--- src/rtl/heap_sort_ctrl.sv ---
// heap_sort_ctrl: sequences one heap sort job (init, round-robin load, flush, drain)
// and re-emits the sorted words with a job-level done/err.
// Optional build macro HEAP_CTRL_STATS_EN adds stat_cycles_o / stat_spurious_o counters.
module heap_sort_ctrl #(
    parameter int unsigned DATA_WIDTH  = 8,
    parameter int unsigned KEY_WIDTH   = 4,
    parameter int unsigned NLEVELS     = 3,
    parameter int unsigned NREQ        = 2,
    parameter int unsigned INIT_CYCLES = 4,
    parameter int unsigned PUSH_GAP    = 1,
    parameter int unsigned DRAIN_TMO   = 64
) (
    input  logic                       clk_i,
    input  logic                       rstn_i,
    input  logic                       start_i,
    input  logic [NREQ-1:0]            req_i,
    input  logic [NREQ*DATA_WIDTH-1:0] req_data_i,
    input  logic                       load_end_i,
    output logic [NREQ-1:0]            gnt_o,
    output logic [DATA_WIDTH-1:0]      heap_din_o,
    output logic                       heap_en_o,
    output logic                       heap_init_o,
    output logic                       heap_flush_o,
    input  logic [DATA_WIDTH-1:0]      heap_dout_i,
    input  logic                       heap_valid_i,
    output logic [DATA_WIDTH-1:0]      out_data_o,
    output logic                       out_valid_o,
    output logic                       busy_o,
    output logic                       done_o,
    output logic                       err_o,
    output logic [NLEVELS-1:0]         count_o
`ifdef HEAP_CTRL_STATS_EN
    ,
    output logic [15:0]                stat_cycles_o,
    output logic [7:0]                 stat_spurious_o
`endif
);

    localparam int unsigned CAP  = (1 << NLEVELS) - 1;
    localparam int unsigned RW   = (NREQ > 1) ? $clog2(NREQ) : 1;
    localparam int unsigned TMAX = (INIT_CYCLES > DRAIN_TMO) ? INIT_CYCLES : DRAIN_TMO;
    localparam int unsigned TW   = $clog2(TMAX + 1);
    localparam int unsigned GW   = $clog2(PUSH_GAP + 1);

    // The key field is carried inside the word untouched; it only has to fit.
    if (KEY_WIDTH > DATA_WIDTH) begin : g_bad_key_width
        $error("heap_sort_ctrl: KEY_WIDTH exceeds DATA_WIDTH");
    end

    typedef enum logic [2:0] {
        S_IDLE, S_INIT, S_LOAD, S_FLUSH, S_DRAIN, S_DONE
    } state_e;

    state_e                  state_q, state_d;
    logic [RW-1:0]           rr_q, rr_d;
    logic [NLEVELS-1:0]      count_q, count_d;
    logic [NLEVELS-1:0]      rem_q, rem_d;
    logic [TW-1:0]           tmr_q, tmr_d;
    logic [GW-1:0]           gap_q, gap_d;
    logic [NREQ-1:0]         gnt_q, gnt_d;
    logic [DATA_WIDTH-1:0]   din_q, din_d;
    logic                    en_q, en_d;
    logic                    init_q, init_d;
    logic                    flush_q, flush_d;
    logic [DATA_WIDTH-1:0]   odata_q, odata_d;
    logic                    ovalid_q, ovalid_d;
    logic                    busy_q, busy_d;
    logic                    done_q, done_d;
    logic                    err_q, err_d;

    logic                    win_found;
    logic [RW-1:0]           win_idx;
    logic [DATA_WIDTH-1:0]   win_word;
    logic                    slot_open;
    logic                    push;

    // Round-robin winner: first requester at/after the pointer, then wrap below it.
    always_comb begin
        win_found = 1'b0;
        win_idx   = '0;
        win_word  = '0;
        for (int i = 0; i < NREQ; i++) begin
            if (!win_found && req_i[i] && (RW'(i) >= rr_q)) begin
                win_found = 1'b1;
                win_idx   = RW'(i);
                win_word  = req_data_i[i*DATA_WIDTH +: DATA_WIDTH];
            end
        end
        for (int i = 0; i < NREQ; i++) begin
            if (!win_found && req_i[i]) begin
                win_found = 1'b1;
                win_idx   = RW'(i);
                win_word  = req_data_i[i*DATA_WIDTH +: DATA_WIDTH];
            end
        end
    end

    // A push may be issued only after PUSH_GAP idle cycles since the last heap_en pulse.
    assign slot_open = !en_q && (gap_q >= GW'(PUSH_GAP - 1));
    assign push      = (state_q == S_LOAD) && slot_open && win_found;

    // Next-state and next-output computation for the job sequencer.
    always_comb begin
        state_d  = state_q;
        rr_d     = rr_q;
        count_d  = count_q;
        rem_d    = rem_q;
        tmr_d    = tmr_q;
        gap_d    = gap_q;
        gnt_d    = '0;
        din_d    = din_q;
        en_d     = 1'b0;
        init_d   = 1'b0;
        flush_d  = 1'b0;
        odata_d  = odata_q;
        ovalid_d = 1'b0;
        done_d   = 1'b0;
        err_d    = err_q;

        unique case (state_q)
            S_IDLE: begin
                if (start_i) begin
                    state_d = S_INIT;
                    count_d = '0;
                    err_d   = 1'b0;
                    init_d  = 1'b1;
                    tmr_d   = '0;
                end
            end
            S_INIT: begin
                if (tmr_q == TW'(INIT_CYCLES)) begin
                    state_d = S_LOAD;
                    gap_d   = GW'(PUSH_GAP);
                end else begin
                    tmr_d = tmr_q + TW'(1);
                end
            end
            S_LOAD: begin
                if (en_q) begin
                    gap_d = '0;
                end else if (gap_q != GW'(PUSH_GAP)) begin
                    gap_d = gap_q + GW'(1);
                end
                if (push) begin
                    en_d          = 1'b1;
                    din_d         = win_word;
                    gnt_d[win_idx] = 1'b1;
                    rr_d          = (win_idx == RW'(NREQ - 1)) ? '0 : win_idx + RW'(1);
                    count_d       = count_q + NLEVELS'(1);
                end
                if ((push && (count_q == NLEVELS'(CAP - 1))) ||
                    (load_end_i && (push || (count_q != '0)))) begin
                    state_d = S_FLUSH;
                end else if (load_end_i) begin
                    state_d = S_DONE;
                    done_d  = 1'b1;
                end
            end
            S_FLUSH: begin
                flush_d = 1'b1;
                rem_d   = count_q;
                tmr_d   = '0;
                state_d = S_DRAIN;
            end
            S_DRAIN: begin
                if (heap_valid_i) begin
                    ovalid_d = 1'b1;
                    odata_d  = heap_dout_i;
                    rem_d    = rem_q - NLEVELS'(1);
                    tmr_d    = '0;
                    if (rem_q == NLEVELS'(1)) begin
                        state_d = S_DONE;
                        done_d  = 1'b1;
                    end
                end else if (tmr_q == TW'(DRAIN_TMO - 1)) begin
                    state_d = S_DONE;
                    done_d  = 1'b1;
                    err_d   = 1'b1;
                end else begin
                    tmr_d = tmr_q + TW'(1);
                end
            end
            S_DONE: begin
                state_d = S_IDLE;
            end
            default: begin
                state_d = S_IDLE;
            end
        endcase

        busy_d = (state_d != S_IDLE);
    end

    // State and registered-output update; reset aborts any job silently.
    always_ff @(posedge clk_i or negedge rstn_i) begin
        if (!rstn_i) begin
            state_q  <= S_IDLE;
            rr_q     <= '0;
            count_q  <= '0;
            rem_q    <= '0;
            tmr_q    <= '0;
            gap_q    <= '0;
            gnt_q    <= '0;
            din_q    <= '0;
            en_q     <= 1'b0;
            init_q   <= 1'b0;
            flush_q  <= 1'b0;
            odata_q  <= '0;
            ovalid_q <= 1'b0;
            busy_q   <= 1'b0;
            done_q   <= 1'b0;
            err_q    <= 1'b0;
        end else begin
            state_q  <= state_d;
            rr_q     <= rr_d;
            count_q  <= count_d;
            rem_q    <= rem_d;
            tmr_q    <= tmr_d;
            gap_q    <= gap_d;
            gnt_q    <= gnt_d;
            din_q    <= din_d;
            en_q     <= en_d;
            init_q   <= init_d;
            flush_q  <= flush_d;
            odata_q  <= odata_d;
            ovalid_q <= ovalid_d;
            busy_q   <= busy_d;
            done_q   <= done_d;
            err_q    <= err_d;
        end
    end

    assign gnt_o        = gnt_q;
    assign heap_din_o   = din_q;
    assign heap_en_o    = en_q;
    assign heap_init_o  = init_q;
    assign heap_flush_o = flush_q;
    assign out_data_o   = odata_q;
    assign out_valid_o  = ovalid_q;
    assign busy_o       = busy_q;
    assign done_o       = done_q;
    assign err_o        = err_q;
    assign count_o      = count_q;

`ifdef HEAP_CTRL_STATS_EN
    logic [15:0] scyc_q;
    logic [7:0]  sspur_q;

    // Job cycle count and heap_valid-outside-drain count, both saturating.
    always_ff @(posedge clk_i or negedge rstn_i) begin
        if (!rstn_i) begin
            scyc_q  <= '0;
            sspur_q <= '0;
        end else if (start_i && (state_q == S_IDLE)) begin
            scyc_q  <= '0;
            sspur_q <= '0;
        end else begin
            if ((state_q != S_IDLE) && (scyc_q != 16'hFFFF)) begin
                scyc_q <= scyc_q + 16'd1;
            end
            if (heap_valid_i && (state_q != S_DRAIN) && (sspur_q != 8'hFF)) begin
                sspur_q <= sspur_q + 8'd1;
            end
        end
    end

    assign stat_cycles_o   = scyc_q;
    assign stat_spurious_o = sspur_q;
`endif

endmodule

--- config.mk ---
export PLATFORM = sky130hd
export DESIGN_NAME = heap_sort_ctrl
export DESIGN_NICKNAME = d
export VERILOG_FILES = /design/src/rtl/heap_sort_ctrl.sv
export SDC_FILE = /design/constraint.sdc
export NUM_CORES = 1
export LEC_CHECK = 0
export ABC_AREA = 1
export CORE_AREA = 2 2 75 77
export CTS_CLUSTER_DIAMETER = 30
export CTS_CLUSTER_SIZE = 20
export DETAILED_ROUTE_END_ITERATION = 8
export DIE_AREA = 0 0 77 79
export GPL_TIMING_DRIVEN = 0
export MAX_ROUTING_LAYER = met4
export PLACE_DENSITY = 0.73
export SYNTH_ARGS = -nofsm -noshare
export SYNTH_HDL_FRONTEND = slang
export SYNTH_SLANG_ARGS = --single-unit
export TNS_END_PERCENT = 50
--- constraint.sdc ---
create_clock -name clk_i -period 1.4 [get_ports clk_i]
set_input_delay 0.28 -clock clk_i [delete_from_list [all_inputs] [get_ports clk_i]]
set_output_delay 0.28 -clock clk_i [all_outputs]
set_load 0.005 [all_outputs]
; ---- Word level (Yosys, flattened, before mapping)
; Index checks and enable logic that the tools add are counted.
[totals]
register_bits = 43
inputBits = 31
out_inout_bits = 28
elab_cells = 129
[classes]
addsub = 5
order_cmp = 5
eq_ne = 16
muxes = 55
reduce_logical = 32
[op_table]
columns = op, count
row1 = two-way mux 8 bit, 4
row2 = two-way mux 3 bit, 10
row3 = two-way mux 7 bit, 4
row4 = one-hot mux 7 bit (4 select lines), 1
row5 = two-way mux 1 bit, 27
row6 = one-hot mux 3 bit (5 select lines), 1
row7 = != test 2 bit (second input constant), 7
row8 = one-hot mux 3 bit (2 select lines), 2
row9 = logical AND 1 bit, 11
row10 = AND reduction 2 bit, 4
row11 = AND reduction 4 bit, 2
row12 = nonzero test 2 bit, 4
row13 = adder 7 x 1 -> 7 bit (second input constant), 1
row14 = equality test 7 x 3 -> 1 bit (second input constant), 1
row15 = equality test 7 x 6 -> 1 bit (second input constant), 1
row16 = equality test 3 x 1 -> 1 bit (second input constant), 2
row17 = equality test 3 x 2 -> 1 bit (second input constant), 2
row18 = equality test 3 bit (second input constant), 2
row19 = one-hot mux 1 bit (2 select lines), 3
row20 = nonzero test 3 bit, 2
row21 = zero test 1 bit, 4
row22 = two-way mux 2 bit, 2
row23 = nonzero test 4 bit, 1
row24 = adder 3 x 1 -> 3 bit (second input constant), 1
row25 = other kinds (10), 14

; ---- Depth between registers and ports, before layout
[depth]
ltp_word = 20
depth_mapped = 9
ltp_nobuf = 9

; ---- Least setup slack after synthesis
; No wires, ideal clock.
[synth_timing]
path_type = register to register
from = register tmr_q[0]
to = register busy_q, in the netlist busy_o
setup_time_ns = 0.124
arrival_ns = 1.296
required_ns = 1.276
slack_ns = -0.021
path_stages_with_launch = 10
n_path_buf = 0
synth_period_minus_slack_ns = 1.421
path_cell_list = dfrtp_1 > ha_1 > nand3_1 > inv_1 > nand2_1 > nor2_4 > nor2_1 > nand3_2 > nor2_1 > nand2_1
[synth_via]
elab_chain_cells = 5
elab_cells_between_ends = 7
classes_between = eq/ne (2) / mux (4) / reduce/logical (1)
[synth_rtl]
columns = element, line_no
row1 = "start, declared", 58  ; logic [TW-1:0] tmr_q, tmr_d;
row2 = "start signal, assigned", 218  ; tmr_q <= tmr_d;
row3 = equality test 7 x 6 -> 1 bit, 175  ; end else if (tmr_q == TW'(DRAIN_TMO - 1)) begin
row4 = two-way mux 3 bit, 175
row5 = two-way mux 3 bit, 166  ; if (heap_valid_i) begin
row6 = one-hot mux 3 bit (5 select lines) (*), 120  ; unique case (state_q)
row7 = net state_d[0], 54  ; state_e state_q, state_d;
row8 = nonzero test 3 bit (*), 191  ; busy_d = (state_d != S_IDLE);
row9 = net busy_d, 67  ; logic busy_q, busy_d;
row10 = "end signal, assigned", 227  ; busy_q <= busy_d;
row11 = "end, declared", 67
; Mark *: on every way through the listed nets, which the timed path passes. The rest lies on a longest branch.
; A chain may end at the register's enable or synchronous reset.

; ---- Worst setup path in the final report
[layout_timing]
from = register state_q[0]
to = register tmr_q[1]
[layout_via]
elab_chain_cells = 3
elab_cells_between_ends = 10
classes_between = eq/ne (6) / mux (1) / reduce/logical (3)
[layout_rtl]
columns = element, line_no
row1 = "start, declared", 54
row2 = "start signal, assigned", 214  ; state_q <= state_d;
row3 = equality test 3 bit (tied with other cells), 120
row4 = != test 3 bit (no line) (tied with other cells), n/a
row5 = AND reduction 4 bit (no line), n/a
; Parallel ways exist; a longest one is shown, timed or not.

==> impl_results.md <==
- DP HPWL: 3.66 mm
- Placed instance area: 0.00287 mm²
- # diodes: 0
- Placed insts: 392
- Pin count of the biggest net entering global routing: 29
- DRC: 0
- Min cycle time layout: 1.42 ns
- Clock sink count: 42
- Most used DFF post-synth: dfrtp_1
- Initial antenna violation count: 0
- Synth warn: 0
- Power per cell area: 1480 mW/mm²
- Initial Utilization: 0.409
- Violated checks: setup timing
- Leak pwr: 1.61 nW
- Met3 usage: 0.0398
- Arrival time worst endpoint: 1.60 ns
- #FFs+latches synth: 42
- CTS Root Cell: clkbuf_8
- Tcrit/Tclk final: 1.02
- Synthesized area per cell: 8.36 µm²
- Fin util: 0.595
- Placeable Area: 0.00534 mm²
- CTS tree: built
- Crit Path Category: register to register
- CTS Buf Count: 5
- Site Rows: 27
- I/O pin count: 59
- Slew at the pin closest to its max-slew limit: 0.446 ns
- Syn Nets: 299
- Vias per cell: 4.82
- FFs w/ async S/R, synth: 1.00
- Normalized max-slew margin: 0.703
- DR iter-0 viols: 113
- Final Hold Viols: 0
- Post-route cell area: 0.00318 mm²
- Gpl congestion: 0.847
- Layout Cells excl Fill: 415
- Worst-path clk slew: 0.10 ns
- Clk buf depth: 2
- Slowest stage delay, CP: 0.46 ns
- Post-synth cell types: 30
- EDFF count, synth: 0
- Die width: 77 µm
- Gate count of the mapped netlist: 261
- Worst setup SP type: register
- Busiest grt layer: met2
- Drt wl/cell: 12.5 µm
- Post-Route WL: 5.20 mm
- Vias: 2,000
- Final setup fails: 7
- Fin worst setup slack: -0.0243 ns
- Fin Hold WS: 0.425 ns
- Port Buffers: 58
- Critical path's slowest cell: dfrtp_2
- Post-DRT Antenna Nets: 0
- Required time worst endpoint: 1.58 ns
- Met2 usage: 0.318
- Power, Total: 4.70 mW
- Area delta synth->final: 45.7%
- CP max FO: 5
- First-pass GRT wire length: 8.66 mm
- Die area: 0.00608 mm²
- Register area share after synthesis: 0.482
- RSZ-0062 raised after global routing: true
- Status: complete, but fails checks
- Layout cell share with drive strength beyond 1: 0.216
- Max Cap Violations: 0
- Final Max Slew Viols: 0
- H-tree depth: 2
- Tot GR Track Use: 0.182
- Netlist Area Pre-Place: 0.00218 mm²
- Clock skew: 0.0131 ns
- Vias in the first global route: 2,033
- Worst VDD drop: 0.657 mV
- Crit end category: register
- Latest clock arrival within the worst-skew pair: 0.29 ns
- Crit-path cells: nor2_4, inv_2, nand2_1, nand2_2, nor2_4, o21ai_4, nand2_1, o21ai_1
- Nets@finish: 380
- Tightest Hold Check Type: input port to async pin
- Die Span Y: 79 µm
- Fmax: 0.702 GHz
- Met1 usage: 0.206
- Overflow after GRT: 0
- First-pass DRT Iterations: 4
layout make-up:
cell class              count  area, µm²
flip-flops and latches     42       1050
fillers                   514       2160
inverters                  28        124
well taps                  72       90.1
plain buffers               2       26.3
multi-input cells         190       1090
clock buffers               5       68.8
clock inverters             3       26.3
repair buffers             73        692
per-stage QoR:
stage	setup slack, ns	setup TNS, ns
after global placement	-1.05	-52.61
after floorplan	0.00135	0
after global routing	-0.0986	-0.922
after detailed placement	-0.408	-8.98
final	-0.0243	-0.0611
after CTS	-0.00278	-0.00278
Yosys cell counts (2+ instances only):
library cell	count	share of area
inv_1	22	0.038
nor2_1	32	0.055
a21oi_1	14	0.032
ha_1	7	0.040
inv_4	2	0.0057
inv_2	4	0.0069
o21ai_0	7	0.016
o21a_1	2	0.0069
buf_6	2	0.010
nand2_1	68	0.12
nand2_2	6	0.017
nand3_1	13	0.030
nand3_2	2	0.0092
nand4_1	5	0.014
o21ai_1	13	0.030
nand2_4	3	0.015
nor2_4	3	0.015
nor2_2	3	0.0086
dfrtp_1	42	0.48
routing by layer:
| layer | part of all wire | wire length (µm) | vias to the layer above |
|---|---|---|---|
| met3 | 0.045 | 235 | 10 |
| met5 | 0 | 0 | - |
| met2 | 0.51 | 2670 | 56 |
| met1 | 0.42 | 2200 | 934 |
| met4 | 0.018 | 92 | 0 |
| li1 | - | - | 1000 |
layout by cell type (no fill, tap or decap), types with 2 or more instances in the layout:
cell type / count
nand2_1: 67
dfrtp_1: 39
nor2_1: 29
clkdlybuf4s50_1: 28
dlygate4sd2_1: 28
inv_1: 18
o21ai_1: 14
nand3_1: 11
buf_4: 11
a21oi_1: 10
nand2_2: 6
inv_2: 5
nor2_2: 5
nand4_1: 5
o21ai_0: 5
ha_1: 5
clkbuf_8: 5
nor2_4: 4
nand2_4: 4
inv_6: 4
a21oi_2: 4
nand3_2: 3
dfrtp_2: 3
o21a_1: 2
buf_6: 2
inv_4: 2
o21ai_4: 2
ha_4: 2
state kept, by name (all words and copies together), names as in the netlist:
signal / flops
tmr_q: 7
err_o: 1
state_q: 3
busy_o: 1
out_valid_o: 1
count_o: 3
heap_en_o: 1
heap_init_o: 1
rem_q: 3
heap_flush_o: 1
heap_din_o: 8
out_data_o: 8
done_o: 1
rr_q: 1
gnt_o: 2
critical path, delay by kind of cell, from the launching register on:
family / cells / cell delay, ns
AOI/OAI and AO/OA: 2 / 0.17
buffers and inverters: 1 / 0.08
DFF: 1 / 0.46
and+or+nand+nor: 5 / 0.60
report_power, final:
group / internal, mW / switching [mW] / total, mW
combinational: 0.935 / 1.09 / 2.02
clock: 0.371 / 0.460 / 0.830
sequential: 1.58 / 0.262 / 1.84
total: 2.89 / 1.81 / 4.70
timing repair:
action / in CTS / in global routing
hold buffers: 1 / 0
endpoints found under the hold margin: 14 / 0
resized for setup: 47 / 15
endpoints found under the setup margin: 48 / 24
buffers inserted: 10 / 2
gates cloned: 1 / 1
pin swaps: 8 / 7
path summary, 6_finish.rpt:
check / end / slack, ns / start / depth (start not counted)
hold reg to reg: out_data_o[0] / 0.47 / out_data_o[0] / 2
min in group clk_i: out_data_o[0] / 0.47 / out_data_o[0] / 2
hold / removal: count_o[1] / 0.42 / rstn_i / 2
max in group asynchronous: tmr_q[6] / 0.50 / rstn_i / 3
setup / recovery: tmr_q[1] / -0.02 / state_q[0] / 8
setup reg to reg: tmr_q[1] / -0.02 / state_q[0] / 8
cells by family after synthesis:
group | count (synthesis) | share of synthesized area
DFF | 42 | 0.482
buffers and inverters | 30 | 0.0608
xor gates and xnor gates | 2 | 0.00803
adders and majority gates | 7 | 0.0402
AOI/OAI and AO/OA | 41 | 0.108
and+or+nand+nor | 139 | 0.301
Power figures use the tool's default switching activity.
